===== src/rtl/dmg_oam_dma.sv =====
`default_nettype none
// ============================================================================
// Module   : dmg_oam_dma
// Purpose  : FF46 OAM DMA engine. A CPU write to FF46 starts a one M-cycle
//            setup, then copies 160 bytes from {page,00..9F} into OAM (one
//            byte per M-cycle). Pages E0..FF are folded onto C0..DF (echo
//            WRAM). The CPU loses the non-HRAM bus while dma_active is high.
// Options  : OAM_DMA_READBACK_EN - when defined, FF46 reads return the last
//            written page; otherwise FF46 reads return 8'hFF.
// Revision : 1.0 - initial release
// ============================================================================
module dmg_oam_dma (
    input  logic        clk,
    input  logic        rst,
    input  logic        ce,
    input  logic        reg_write,
    input  logic [7:0]  reg_d_wr,
    output logic [7:0]  reg_d_rd,
    output logic        dma_active,
    output logic        cpu_bus_grant,
    output logic [15:0] dma_src_addr,
    input  logic [7:0]  dma_d_in,
    output logic [7:0]  oam_addr,
    output logic [7:0]  oam_d_wr,
    output logic        oam_write
);

    localparam logic [7:0] C_LAST_INDEX  = 8'd159;
    localparam logic [7:0] C_ECHO_BASE   = 8'hE0;
    localparam logic [7:0] C_ECHO_OFFSET = 8'h20;

    typedef enum logic [1:0] {
        ST_IDLE  = 2'd0,
        ST_START = 2'd1,
        ST_XFER  = 2'd2
    } state_t;

    state_t     r_state;
    state_t     w_state_next;
    logic [7:0] r_page;
    logic [7:0] w_page_next;
    logic [7:0] r_index;
    logic [7:0] w_index_next;
    logic       r_oam_write;
    logic       w_oam_write_next;
    logic [7:0] r_oam_addr;
    logic [7:0] w_oam_addr_next;
    logic [7:0] r_oam_d_wr;
    logic [7:0] w_oam_d_wr_next;
    logic [7:0] w_src_page;

    // State register; reset wins over everything, all advances wait for ce.
    always_ff @(posedge clk) begin
        if (!rst) begin
            r_state     <= ST_IDLE;
            r_page      <= 8'h00;
            r_index     <= 8'h00;
            r_oam_write <= 1'b0;
            r_oam_addr  <= 8'h00;
            r_oam_d_wr  <= 8'h00;
        end else begin
            r_state     <= w_state_next;
            r_page      <= w_page_next;
            r_index     <= w_index_next;
            r_oam_write <= w_oam_write_next;
            r_oam_addr  <= w_oam_addr_next;
            r_oam_d_wr  <= w_oam_d_wr_next;
        end
    end

    // Next-state logic: an FF46 write always (re)starts the setup M-cycle;
    // in XFER each ce captures the current byte, which is written to OAM
    // during the following M-cycle even if a restart or the end follows.
    always_comb begin
        w_state_next     = r_state;
        w_page_next      = r_page;
        w_index_next     = r_index;
        w_oam_write_next = r_oam_write;
        w_oam_addr_next  = r_oam_addr;
        w_oam_d_wr_next  = r_oam_d_wr;
        if (ce) begin
            w_oam_write_next = 1'b0;
            if (reg_write) begin
                w_state_next = ST_START;
                w_page_next  = reg_d_wr;
                w_index_next = 8'h00;
            end else begin
                case (r_state)
                    ST_START: begin
                        w_state_next = ST_XFER;
                    end
                    ST_XFER: begin
                        w_oam_write_next = 1'b1;
                        w_oam_addr_next  = r_index;
                        w_oam_d_wr_next  = dma_d_in;
                        if (r_index == C_LAST_INDEX) begin
                            w_state_next = ST_IDLE;
                            w_index_next = 8'h00;
                        end else begin
                            w_index_next = r_index + 8'd1;
                        end
                    end
                    default: begin
                        w_state_next = r_state;
                    end
                endcase
            end
        end
    end

    // Echo WRAM pages fold down onto the real WRAM pages.
    always_comb begin
        w_src_page = r_page;
        if (r_page >= C_ECHO_BASE) begin
            w_src_page = r_page - C_ECHO_OFFSET;
        end
    end

    // Bus address is only driven while a read is in progress.
    always_comb begin
        dma_src_addr = 16'h0000;
        if (r_state == ST_XFER) begin
            dma_src_addr = {w_src_page, r_index};
        end
    end

    // Busy covers setup, reads and the trailing OAM write M-cycle.
    assign dma_active    = (r_state != ST_IDLE) || r_oam_write;
    assign cpu_bus_grant = ~dma_active;
    assign oam_write     = r_oam_write;
    assign oam_addr      = r_oam_addr;
    assign oam_d_wr      = r_oam_d_wr;

`ifdef OAM_DMA_READBACK_EN
    assign reg_d_rd = r_page;
`else
    assign reg_d_rd = 8'hFF;
`endif

endmodule
`default_nettype wire


===== config.mk =====
export PLATFORM = sky130hd
export DESIGN_NAME = dmg_oam_dma
export DESIGN_NICKNAME = d
export VERILOG_FILES = /design/src/rtl/dmg_oam_dma.sv
export SDC_FILE = /design/constraint.sdc
export NUM_CORES = 1
export LEC_CHECK = 0
export CAP_MARGIN = 5
export CELL_PAD_IN_SITES_DETAIL_PLACEMENT = 1
export CELL_PAD_IN_SITES_GLOBAL_PLACEMENT = 1
export CORE_ASPECT_RATIO = 0.8
export CORE_MARGIN = 1.5
export CORE_UTILIZATION = 30
export DETAILED_ROUTE_END_ITERATION = 8
export PLACE_DENSITY_LB_ADDON = 0.1
export SLEW_MARGIN = 0
export SYNTH_ARGS = -nofsm -noshare
export SYNTH_HDL_FRONTEND = slang
export SYNTH_SLANG_ARGS = --single-unit
export TNS_END_PERCENT = 20

===== constraint.sdc =====
create_clock -name clk -period 1.6 [get_ports clk]
set_input_delay 0.24 -clock clk [delete_from_list [all_inputs] [get_ports clk]]
set_output_delay 0.24 -clock clk [all_outputs]
set_load 0.01 [all_outputs]

==> summary.txt <==
Status
  • Status: finished with violations
  • Violations in the final reports: design-rule violations, negative setup slack

Cells and area
  • Non-Filler Cell Area, Final: about 0.0024 mm²
  • Diodes inserted: 0
  • Final core utilization: 47.2%
  • Area grow syn2layout: 48.7%
  • NumNets Final: about 300
  • Fraction of final layout cells sized beyond drive strength 1: approximately 24%

STA
  • RSZ-0062 raised after global routing: yes
  • Fmax: ~0.62 GHz
  • Setup WS post-layout: -0.00568 ns
  • Max-slew violation count: 0
  • Final hold vios: 0
  • Skew final: roughly 0.0086 ns
  • Setup TNS: -0.00568 ns
  • Min Tclk post-route: roughly 1.6 ns
  • Crit share post-route: 100%
  • Final setup fails: 1

Yosys
  • Top FF cell, synth: dfxtp_1
  • Yosys cell types: 34
  • Yosys warns: 0
  • Mapped Cells: between 200 and 250
  • Sequential area share after synthesis: between 40 and 50%
  • Post-synth EDFFs: 0
  • Post-Syn Area: ~0.0016 mm²
  • Number of synthesized register bits: 35
  • Mapped Avg Cell Area: ~8.0 µm²
  • Async S/R FF share, synth: 0%

Detailed routing
  • DRC: 3
  • Pre-antenna DRT Iters: 6
  • Routed Antenna Nets: 0
  • Vias per cell: roughly 4.6
  • Routed wire length per instance: 12.8 µm
  • Iter 0 DRT Violations: between 40 and 50
  • Detailed Route WL: between 4000 and 5000 µm
  • Vias post-DR: around 1,600

Global route
  • Initial antenna violation count: 0
  • Largest net degree at the start of global routing: 20
  • Grt ovf: 0
  • First-pass GRT wire length: 7380 µm
  • GRT Resource Usage Total: between 10% and 20%
  • Vias in the first global route: around 1,600

Clock network
  • Clock-pin transition on the worst setup and hold timing paths: around 0.070 ns
  • Max clock buf depth: 2
  • Num CTS Buffers: 5
  • Hold_buf cts: 0
  • Clock latency on the worst-skew pair: between 0.2 and 0.3 ns
  • H-tree depth: 2
  • CTS sink cnt: 35
  • CTS tree: yes
  • Root buffer cell: clkbuf_8

Floorplan
  • Die footprint: between 0.005 and 0.006 mm²
  • Core box area: a little over 0.005 mm²
  • Starting Density: 31.7%
  • Die Y: 68.8 µm
  • Core Rows: 23
  • Die width: ~85 µm
  • # IOs: between 60 and 70

Hold path
  • Hold path start: r_page[1]$_SDFFE_PN0P_
  • Min-delay worst type: register to register

Setup path
  • Crit path largest cell delay: between 0.3 and 0.4 ns
  • Crit end category: primary output
  • Crit-path cells: nor2b_4 > buf_4 > nand2_1 > a31oi_1 > buf_2
  • WS Path Type: register to primary output
  • Startpoint type of the worst setup path: register
  • Reg-to-reg setup timing slack: between 0.2 and 0.25 ns
  • Worst r2r src: r_index[2]$_SDFFE_PN0P_
  • CP Launch Point: r_state[1]$_SDFFE_PN0P_
  • Critical Path RT: between 1 and 1.5 ns
  • Arrival time at the worst endpoint: approximately 1.4 ns
  • CP max-delay cell: dfxtp_2
  • Worst Path Max Fanout: 4

Placed design
  • DP HPWL: roughly 3300 µm
  • PortBufs: 54
  • Routability cong.: approximately 0.78
  • Placed cell area: 0.00233 mm²

Power and ir drop
  • Peak supply drop: approximately 0.28 mV
  • Pwr dens: between 700 and 800 mW/mm²
  • Leak: between 0.9 and 1 nW

Flow run
  • Max_cap viols: 0
==> layout by cell type (no fill, tap or decap), types with 4 or more instances in the layout <==
| cell type | instances |
|---|---|
| and2_1 | 12 |
| buf_6 | 8 |
| buf_2 | 7 |
| conb_1 | 8 |
| a21oi_1 | 28 |
| nand2_1 | 56 |
| clkdlybuf4s50_1 | 36 |
| clkbuf_8 | 5 |
| inv_1 | 4 |
| dfxtp_1 | 32 |
| o21ai_0 | 6 |
| clkbuf_2 | 6 |
| nor2_1 | 6 |
| or3_1 | 4 |
| buf_4 | 24 |
==> through the flow <==
step           setup WS, ns  std cells  power, W  hold slack (ns)
3_3_place_gp        -0.0990        333   0.00109            0.441
3_5_place_dp         -0.118        333   0.00109            0.443
5_1_grt             -0.0939        344   0.00177            0.482
6_report           -0.00568        344   0.00169            0.453
4_1_cts              -0.106        345   0.00171            0.453
2_1_floorplan         0.240        210   0.00101            0.374
==> layout make-up <==
| class | instances | area (µm²) |
|---|---|---|
| fill | 629 | 2710 |
| multi-input combinational | 150 | 803 |
| timing repair buffer | 83 | 726 |
| sequential | 35 | 704 |
| tap | 62 | 77.6 |
| clock buffer | 5 | 68.8 |
| inverter | 6 | 22.5 |
| clock inverter | 3 | 15.0 |
==> power breakdown <==
part	switching [W]	internal (W)	total [W]
Sequential	0.0000119	0.000886	0.000897
Clock	0.000319	0.000298	0.000617
Combinational	0.0000830	0.0000958	0.000179
Total	0.000414	0.00128	0.00169
==> synth_stat cells (2+ instances only) <==
master    number  area (µm²)
and2_1        15        93.8
nand3_1        3        15.0
nor2_1         6        22.5
nand3b_1       2        15.0
buf_4         10        75.1
a21oi_2        2        17.5
xor2_1         2        17.5
clkbuf_1       4        15.0
o21ai_0        6        30.0
a21oi_1       28         140
ha_1           2        25.0
a31oi_1        3        18.8
buf_6          3        33.8
or3_1          4        25.0
dfxtp_1       35         701
inv_1          5        18.8
nand2_1       56         210
==> flip-flops by register name, indices dropped and copies added (netlist names) <==
register and flops:
oam_d_wr 8, oam_addr 8, r_state 2, oam_write 1, r_index 8, r_page 8
==> per-layer routing <==
layer	vias up	GRT usage (%)	part of all wire, %	routed length [µm]
met5	-	0	0	0
met4	0	4.84	0.89	39
li1	812	-	-	-
met3	5	4.17	5.3	233
met2	44	26.6	45	1980
met1	734	21.3	49	2150
==> worst max-delay path, delay by kind of cell, from the launching register on <==
family / cells / cell delay, ns
compound gates: 1 / 0.18
buf+inv: 2 / 0.31
simple gates: 2 / 0.24
flops: 1 / 0.35
==> cell families after synthesis <==
kind of cell	after synthesis	share of synthesized area, %
simple gates	93	28.1
other cells	1	0.231
compound gates	45	15.8
fa+ha+maj	2	1.54
xor+xnor	2	1.08
buf+inv	25	10.2
flops	35	43.1
==> timing repair <==
item / in CTS / in global routing
setup buffers: 4 / 0
resized for setup: 62 / 22
pin swaps: 1 / 1
setup endpoints to repair: 18 / 20
==> path summary, 6_finish.rpt <==
check | end | cells past startpoint
max | dma_src_addr[14] | 5
min | r_page[1]$_SDFFE_PN0P_ | 2
max reg2reg | r_index[7]$_SDFFE_PN0P_ | 4
min reg2reg | r_page[1]$_SDFFE_PN0P_ | 2
No activity file was read; power rests on OpenSTA's default activity.
